**src/rtl/jt12_kon_pkg.sv**
```systemverilog
// jt12_kon_pkg
// Shared definitions for the key-on scheduler:
//   SLOTS        - slots per frame for the default six-channel build
//   SLOT_W       - width of the slot index
//   GRP_OP_BIT   - operator group (slot order S1,S3,S2,S4) to op-bit map
//   kon_cmd_t    - queued command {ch_idx, op}
//   ch_decode()  - YM2612 channel code to {valid, idx}
package jt12_kon_pkg;

    localparam int NUM_CH_DEF = 6;
    localparam int SLOTS      = 4 * NUM_CH_DEF;
    localparam int SLOT_W     = 5;

    // Slots are grouped by operator in the order S1, S3, S2, S4, while the
    // command carries op bits in S1, S2, S3, S4 order.
    localparam int GRP_OP_BIT [4] = '{0, 2, 1, 3};

    typedef struct packed {
        logic [2:0] ch_idx;
        logic [3:0] op;
    } kon_cmd_t;

    typedef struct packed {
        logic       valid;
        logic [2:0] idx;
    } ch_dec_t;

    // Codes 0..2 are ch0..2, codes 4..6 are ch3..5; 3 and 7 are holes.
    function automatic ch_dec_t ch_decode(input logic [2:0] code);
        ch_dec_t d;
        d.valid = (code[1:0] != 2'b11);
        d.idx   = code[2] ? (3'(code[1:0]) + 3'd3) : 3'(code[1:0]);
        return d;
    endfunction

endpackage

```
**src/rtl/jt12_kon_fifo.sv**
```systemverilog
// jt12_kon_fifo
// Small synchronous FIFO holding pending key-on commands.
//   clk, rst_n  - clock, asynchronous active-low reset (flushes pointers)
//   push, wdata - write strobe and data; ignored when full
//   pop         - read strobe; ignored when empty
//   rdata       - head entry (valid while !empty)
//   full, empty - status from the registered level
//   level       - number of entries held, 0..DEPTH
module jt12_kon_fifo #(
    parameter  int DEPTH = 4,
    parameter  int WIDTH = 7,
    localparam int AW    = $clog2(DEPTH)
) (
    input  logic             clk,
    input  logic             rst_n,
    input  logic             push,
    input  logic [WIDTH-1:0] wdata,
    input  logic             pop,
    output logic [WIDTH-1:0] rdata,
    output logic             full,
    output logic             empty,
    output logic [AW:0]      level
);

    logic [WIDTH-1:0] mem [DEPTH];
    logic [AW-1:0]    wr_ptr_reg;
    logic [AW-1:0]    rd_ptr_reg;
    logic [AW:0]      level_reg;
    logic             push_ok;
    logic             pop_ok;

    assign full    = (level_reg == (AW+1)'(DEPTH));
    assign empty   = (level_reg == '0);
    assign level   = level_reg;
    assign push_ok = push && !full;
    assign pop_ok  = pop && !empty;

    // The head has to be visible in the same cycle as the frame strobe
    // that consumes it, so the read is combinational from the small array.
    assign rdata = mem[rd_ptr_reg];

    always_ff @(posedge clk) begin
        if (push_ok) begin
            mem[wr_ptr_reg] <= wdata;
        end
    end

    // Pointers wrap naturally because DEPTH is a power of two.
    always_ff @(posedge clk or negedge rst_n) begin
        if (!rst_n) begin
            wr_ptr_reg <= '0;
            rd_ptr_reg <= '0;
            level_reg  <= '0;
        end else begin
            if (push_ok) begin
                wr_ptr_reg <= wr_ptr_reg + 1'b1;
            end
            if (pop_ok) begin
                rd_ptr_reg <= rd_ptr_reg + 1'b1;
            end
            case ({push_ok, pop_ok})
                2'b10:   level_reg <= level_reg + 1'b1;
                2'b01:   level_reg <= level_reg - 1'b1;
                default: level_reg <= level_reg;
            endcase
        end
    end

endmodule

```
**src/rtl/jt12_kon_sched.sv**
```systemverilog
// jt12_kon_sched
// Key-on scheduler: buffers channel key commands and applies at most one
// per frame, serialising the per-slot key bit in step with the EG pipeline.
//   clk, rst_n        - clock, asynchronous active-low reset
//   clk_en            - slot advance enable (gates slot, kon, pop, keyon_I)
//   zero              - frame marker; resynchronises slot to 0 and applies
//   cmd_valid/ready   - command handshake (independent of clk_en)
//   cmd_ch, cmd_op    - YM2612 channel code and S1..S4 key bits
//   keyon_I           - key state of the slot shown on `slot`
//   slot              - current slot index
//   fifo_lvl          - queued commands
//   drop_err          - one-cycle pulse after an invalid channel is consumed
module jt12_kon_sched
    import jt12_kon_pkg::*;
#(
    parameter int NUM_CH     = 6,
    parameter int FIFO_DEPTH = 4
) (
    input  logic                          clk,
    input  logic                          rst_n,
    input  logic                          clk_en,
    input  logic                          zero,
    input  logic                          cmd_valid,
    output logic                          cmd_ready,
    input  logic [2:0]                    cmd_ch,
    input  logic [3:0]                    cmd_op,
    output logic                          keyon_I,
    output logic [SLOT_W-1:0]             slot,
    output logic [$clog2(FIFO_DEPTH):0]   fifo_lvl,
    output logic                          drop_err
);

    localparam int NSLOT = 4 * NUM_CH;

    ch_dec_t               dec;
    logic                  ch_ok;
    logic                  accept;
    logic                  push;
    logic                  pop;
    logic                  fifo_full;
    logic                  fifo_empty;
    logic [$bits(kon_cmd_t)-1:0] fifo_rdata;
    kon_cmd_t              wr_cmd;
    kon_cmd_t              head;

    logic [NSLOT-1:0]      kon_reg;
    logic [NSLOT-1:0]      kon_next;
    logic [SLOT_W-1:0]     slot_reg;
    logic [SLOT_W-1:0]     slot_next;
    logic                  keyon_reg;
    logic                  drop_reg;

    // ------------------------------------------------------------------
    // Handshake and channel decode
    // ------------------------------------------------------------------
    // Ready comes from the registered level only, so a same-cycle pop
    // never opens room for a push into a full FIFO.
    assign cmd_ready = !fifo_full;
    assign dec       = ch_decode(cmd_ch);
    assign ch_ok     = dec.valid && (int'(dec.idx) < NUM_CH);
    assign accept    = cmd_valid && cmd_ready;
    assign push      = accept && ch_ok;

    assign wr_cmd.ch_idx = dec.idx;
    assign wr_cmd.op     = cmd_op;

    // Apply strobe: one entry per frame boundary while slots advance.
    assign pop  = clk_en && zero && !fifo_empty;
    assign head = kon_cmd_t'(fifo_rdata);

    jt12_kon_fifo #(
        .DEPTH (FIFO_DEPTH),
        .WIDTH ($bits(kon_cmd_t))
    ) u_fifo (
        .clk   (clk),
        .rst_n (rst_n),
        .push  (push),
        .wdata (wr_cmd),
        .pop   (pop),
        .rdata (fifo_rdata),
        .full  (fifo_full),
        .empty (fifo_empty),
        .level (fifo_lvl)
    );

    // ------------------------------------------------------------------
    // Key register update: each slot knows its own channel and operator
    // group at elaboration time, so the write is a per-slot compare.
    // ------------------------------------------------------------------
    genvar gi;
    generate
        for (gi = 0; gi < NSLOT; gi++) begin : g_slot
            localparam int GRP = gi / NUM_CH;
            localparam int CH  = gi % NUM_CH;
            localparam int OPB = GRP_OP_BIT[GRP];
            assign kon_next[gi] = (pop && (head.ch_idx == 3'(CH)))
                                ? head.op[OPB] : kon_reg[gi];
        end
    endgenerate

    // ------------------------------------------------------------------
    // Slot counter: zero always wins, otherwise count and wrap.
    // ------------------------------------------------------------------
    always_comb begin
        slot_next = slot_reg + 1'b1;
        if (zero) begin
            slot_next = '0;
        end else if (slot_reg == SLOT_W'(NSLOT - 1)) begin
            slot_next = '0;
        end
    end

    // ------------------------------------------------------------------
    // State registers. keyon_I looks at kon_next so that the frame in
    // which a command is applied already carries the new key state.
    // ------------------------------------------------------------------
    always_ff @(posedge clk or negedge rst_n) begin
        if (!rst_n) begin
            kon_reg   <= '0;
            slot_reg  <= '0;
            keyon_reg <= 1'b0;
            drop_reg  <= 1'b0;
        end else begin
            drop_reg <= accept && !ch_ok;
            if (clk_en) begin
                kon_reg   <= kon_next;
                slot_reg  <= slot_next;
                keyon_reg <= kon_next[slot_next];
            end
        end
    end

    assign keyon_I  = keyon_reg;
    assign slot     = slot_reg;
    assign drop_err = drop_reg;

endmodule

```
**config.mk**
```make
export PLATFORM = sky130hd
export DESIGN_NAME = jt12_kon_sched
export DESIGN_NICKNAME = d
export VERILOG_FILES = /design/src/rtl/jt12_kon_pkg.sv /design/src/rtl/jt12_kon_fifo.sv /design/src/rtl/jt12_kon_sched.sv
export SDC_FILE = /design/constraint.sdc
export NUM_CORES = 1
export LEC_CHECK = 0
export BUFFER_PORTS_ARGS = -buffer_cell sky130_fd_sc_hd__buf_2
export CAP_MARGIN = 20
export CORE_ASPECT_RATIO = 1.25
export CORE_UTILIZATION = 50
export DETAILED_ROUTE_END_ITERATION = 10
export HOLD_SLACK_MARGIN = 0.1
export PLACE_DENSITY = 0.79
export SLEW_MARGIN = 0
export SYNTH_ARGS = -nofsm -noshare
export SYNTH_HDL_FRONTEND = slang
export SYNTH_SLANG_ARGS = --single-unit
export TNS_END_PERCENT = 1
```
**constraint.sdc**
```tcl
create_clock -name clk -period 2.79 [get_ports clk]
set_input_delay 0.837 -clock clk [delete_from_list [all_inputs] [get_ports clk]]
set_output_delay 0.837 -clock clk [all_outputs]
set_load 0.005 [all_outputs]
```
==> metrics.md <==
| Metric | Value |
|---|---|
| Status | `complete, no violations` |
| Die width | `approximately 72 um` |
| Post-Syn Area per Cell | `14.17 sq um` |
| Share of layout cells above drive strength 1 | `0.4079` |
| CP max FO | `5` |
| DRT Wirelength | `between 5000 and 6000 um` |
| Most common cell after layout, fill and taps aside | `dfrtp_1` |
| Drc violations | `0` |
| Sinks on Clock Net | `66` |
| Yosys warnings | `0` |
| Max Freq | `360.4 MHz` |
| Vias/cell | `5.343` |
| P_leak | `1.583 nW` |
| Max FFs per register | `28` |
| Syn nets | `238` |
| PwrDens | `967.4 nW/um^2` |
| Final setup viols | `0` |
| Mapped Cells | `217` |
| Post-synth top area share | `0.3092` |
| CTS max path bufs | `2` |
| Largest net degree at the start of global routing | `39` |
| Area leader, netlist | `dfrtp_1` |
| CP cell instances | `mux4_2 -> buf_12 -> nor4b_4 -> mux2_4 -> o32a_1 -> o21ai_1 -> nor3_1 -> o31ai_1 -> nand3b_1` |
| Clk_skew | `about 0.0055 ns` |
| Switching Share | `0.3240` |
| Slew headroom | `0.4275` |
| Critical Path Start Type | `register` |
| Core area | `5857 sq um` |
| Vias in the first global route | `just under 2000` |
| Crit path depth | `9` |
| Antenna cells | `0` |
| Post-layout min period | `2.775 ns` |
| RSZ-0062 raised after global routing | `yes` |
| PortBufs | `22` |
| First-pass GRT wire length | `9701 um` |
| Routed len/inst | `16.53 um` |
| R2R depth | `9` |
| Layout net count | `293` |
| Highest-delay cell along the critical path | `mux4_2` |
| Gpl congestion | `0.8676` |
| Dominant cells by area after synthesis | `dfrtp_1 (31%), edfxtp_1 (27%), mux2_2 (9.9%)` |
| Clock share of power | `0.209` |
| P_sw | `0.001174 W` |
| Die Ht | `about 90 um` |
| Core Rows | `31` |
| Worst-Margin Slew | `0.8588 ns` |
| Initial antenna violation count | `0` |
| Crit. End Element | `register` |
| Synth unique cells | `43` |
| Worst hold path stage count | `1` |
| Clk Latency, worst-skew pair | `around 0.34 ns` |
| TritonCTS clock tree | `built` |
| Ports | `23` |
| Maximum single-stage delay on the critical path | `a little under 0.6 ns` |
| Max Cap Viol | `0` |
| Final period util | `0.9946` |
| Final ANT Viol Nets | `0` |
| Starting Density | `0.5251` |
| Hpwl dp | `4076 um` |
| Reg power frac | `0.408` |
| Hold Path Class | `reg2reg` |
| Main synth FF type | `dfrtp_1` |
| Crit path required time | `3.01 ns` |
| H-tree depth | `3` |
| Final Hold Fails | `0` |
| Final hold slack | `0.5003 ns` |
| Total gr overflow | `0` |
| Die area | `6470 sq um` |
| Total GRT Usage | `0.2051` |
| Seq/Total Area, Yosys | `0.5826` |
| Total CTS buffers | `9` |
| Slew Limit Fails | `0` |
| Reg clk slew, reported paths | `0.07 ns` |
| Combinational share of power | `0.383` |
| Crit path kind | `reg2reg` |
| Int Pwr | `0.002451 W` |
| Clk Tree Root Cell | `clkbuf_8` |
| Drt first pass iters | `4` |
| Post-synth EDFFs | `28` |
| CP Data Arrival Time | `2.99 ns` |
| Util after Layout | `0.6398` |
| Most frequent cells in the layout | `dfrtp_1 (37), edfxtp_1 (28), buf_4 (25)` |
| Total Power | `~0.0036 W` |
| Area Growth Syn to Fin | `21.85%` |
| Post-synth ARST share | `0.5758` |
| Cell family with most CP delay | `multiplexers` |
| Post-Syn Area | `3075 sq um` |
| FF+latch count, synth | `between 60 and 70` |
| Initial DRC Count | `~150` |
| Via count | `about 1900` |
| Hold Buf Count CTS | `0` |
| Worst vdd ir | `0.5223 mV` |
| Buf/Inv on CP | `1` |
[synth_stat cells (all sizes together), types with 3 or more instances]
| cell type | n |
|---|---|
| a21oi | 3 |
| and2 | 5 |
| clkbuf | 5 |
| dfrtp | 38 |
| edfxtp | 28 |
| ha | 8 |
| inv | 10 |
| mux2 | 28 |
| mux2i | 4 |
| mux4 | 7 |
| nand2 | 13 |
| nand3 | 4 |
| nor2 | 14 |
| nor3 | 5 |
| nor4b | 3 |
| o21ai | 6 |
| o22ai | 3 |
| xnor2 | 5 |
| xor2 | 3 |
[worst register-to-register path: cells and delay by family, from the launching register on]
kind | cells | cell delay [ns]
muxes | 2 | 0.92
AOI/OAI and AO/OA | 3 | 0.65
and+or+nand+nor | 3 | 0.50
DFF | 1 | 0.44
buffers and inverters | 1 | 0.16
[metal layers]
layer,up-vias,track usage,part of all wire
met5,-,0,0
met4,0,0.1141,0.027
met3,15,0.04464,0.034
met2,50,0.3483,0.52
met1,948,0.2442,0.42
li1,905,-,-
[through the flow]
step | setup WS [ns] | cell area (sq um) | setup TNS (ns) | instances
CTS | -0.005844 | 3661 | -0.005844 | 353
floorplan | 0.01275 | 3085 | 0 | 217
detailed placement | -0.08091 | 3382 | -0.08091 | 330
global placement | 0.003324 | 3382 | 0 | 330
finish | 0.01505 | 3747 | 0 | 359
global route | -0.1141 | 3747 | -0.1141 | 359
[timing repair]
item | CTS | global route
setup endpoints to repair | 1 | 1
gates resized for setup | 7 | 8
setup buffers | 7 | 6
pin swaps | 7 | 7
[final cells by class]
cell class	instances	area, sq um
clock buffers	10	127.6
clock inverters	6	57.56
fillers	419	2110
inverters	10	37.54
multi-input cells	134	1269
flip-flops and latches	66	1793
well taps	82	102.6
repair buffers	51	360.3
[power groups by stage]
stage	registers (W)	logic [W]	clock network, W
4_1_cts	0.00148	0.00129	0.000766
6_report	0.00148	0.00139	0.000756
2_1_floorplan	0.00143	0.000843	0
3_3_place_gp	0.00148	0.00111	0
3_5_place_dp	0.00150	0.00114	0
5_1_grt	0.00152	0.00151	0.000805
[kinds of logic (layout without fill, tap and decap cells)]
| family | count (synthesis) | count (layout) | share of synthesized area |
|---|---|---|---|
| DFF | 66 | 66 | 0.5826 |
| adders and majority gates | 9 | 9 | 0.03906 |
| muxes | 39 | 39 | 0.1680 |
| and+or+nand+nor | 58 | 58 | 0.1151 |
| AOI/OAI and AO/OA | 20 | 20 | 0.04882 |
| xor gates and xnor gates | 8 | 8 | 0.02278 |
| buffers and inverters | 17 | 77 | 0.02360 |
[worst paths after layout]
path,startpoint,to,slack (ns)
max,u_fifo.rd_ptr_reg[0],keyon_I,0.02
min,kon_reg[15],kon_reg[15],0.50
max reg2reg,u_fifo.rd_ptr_reg[0],keyon_I,0.02
min reg2reg,kon_reg[15],kon_reg[15],0.50
max in group asynchronous,rst_n,u_fifo.rd_ptr_reg[0],1.59
min in group asynchronous,rst_n,u_fifo.wr_ptr_reg[0],0.61
No activity file was read; power rests on OpenSTA's default activity.
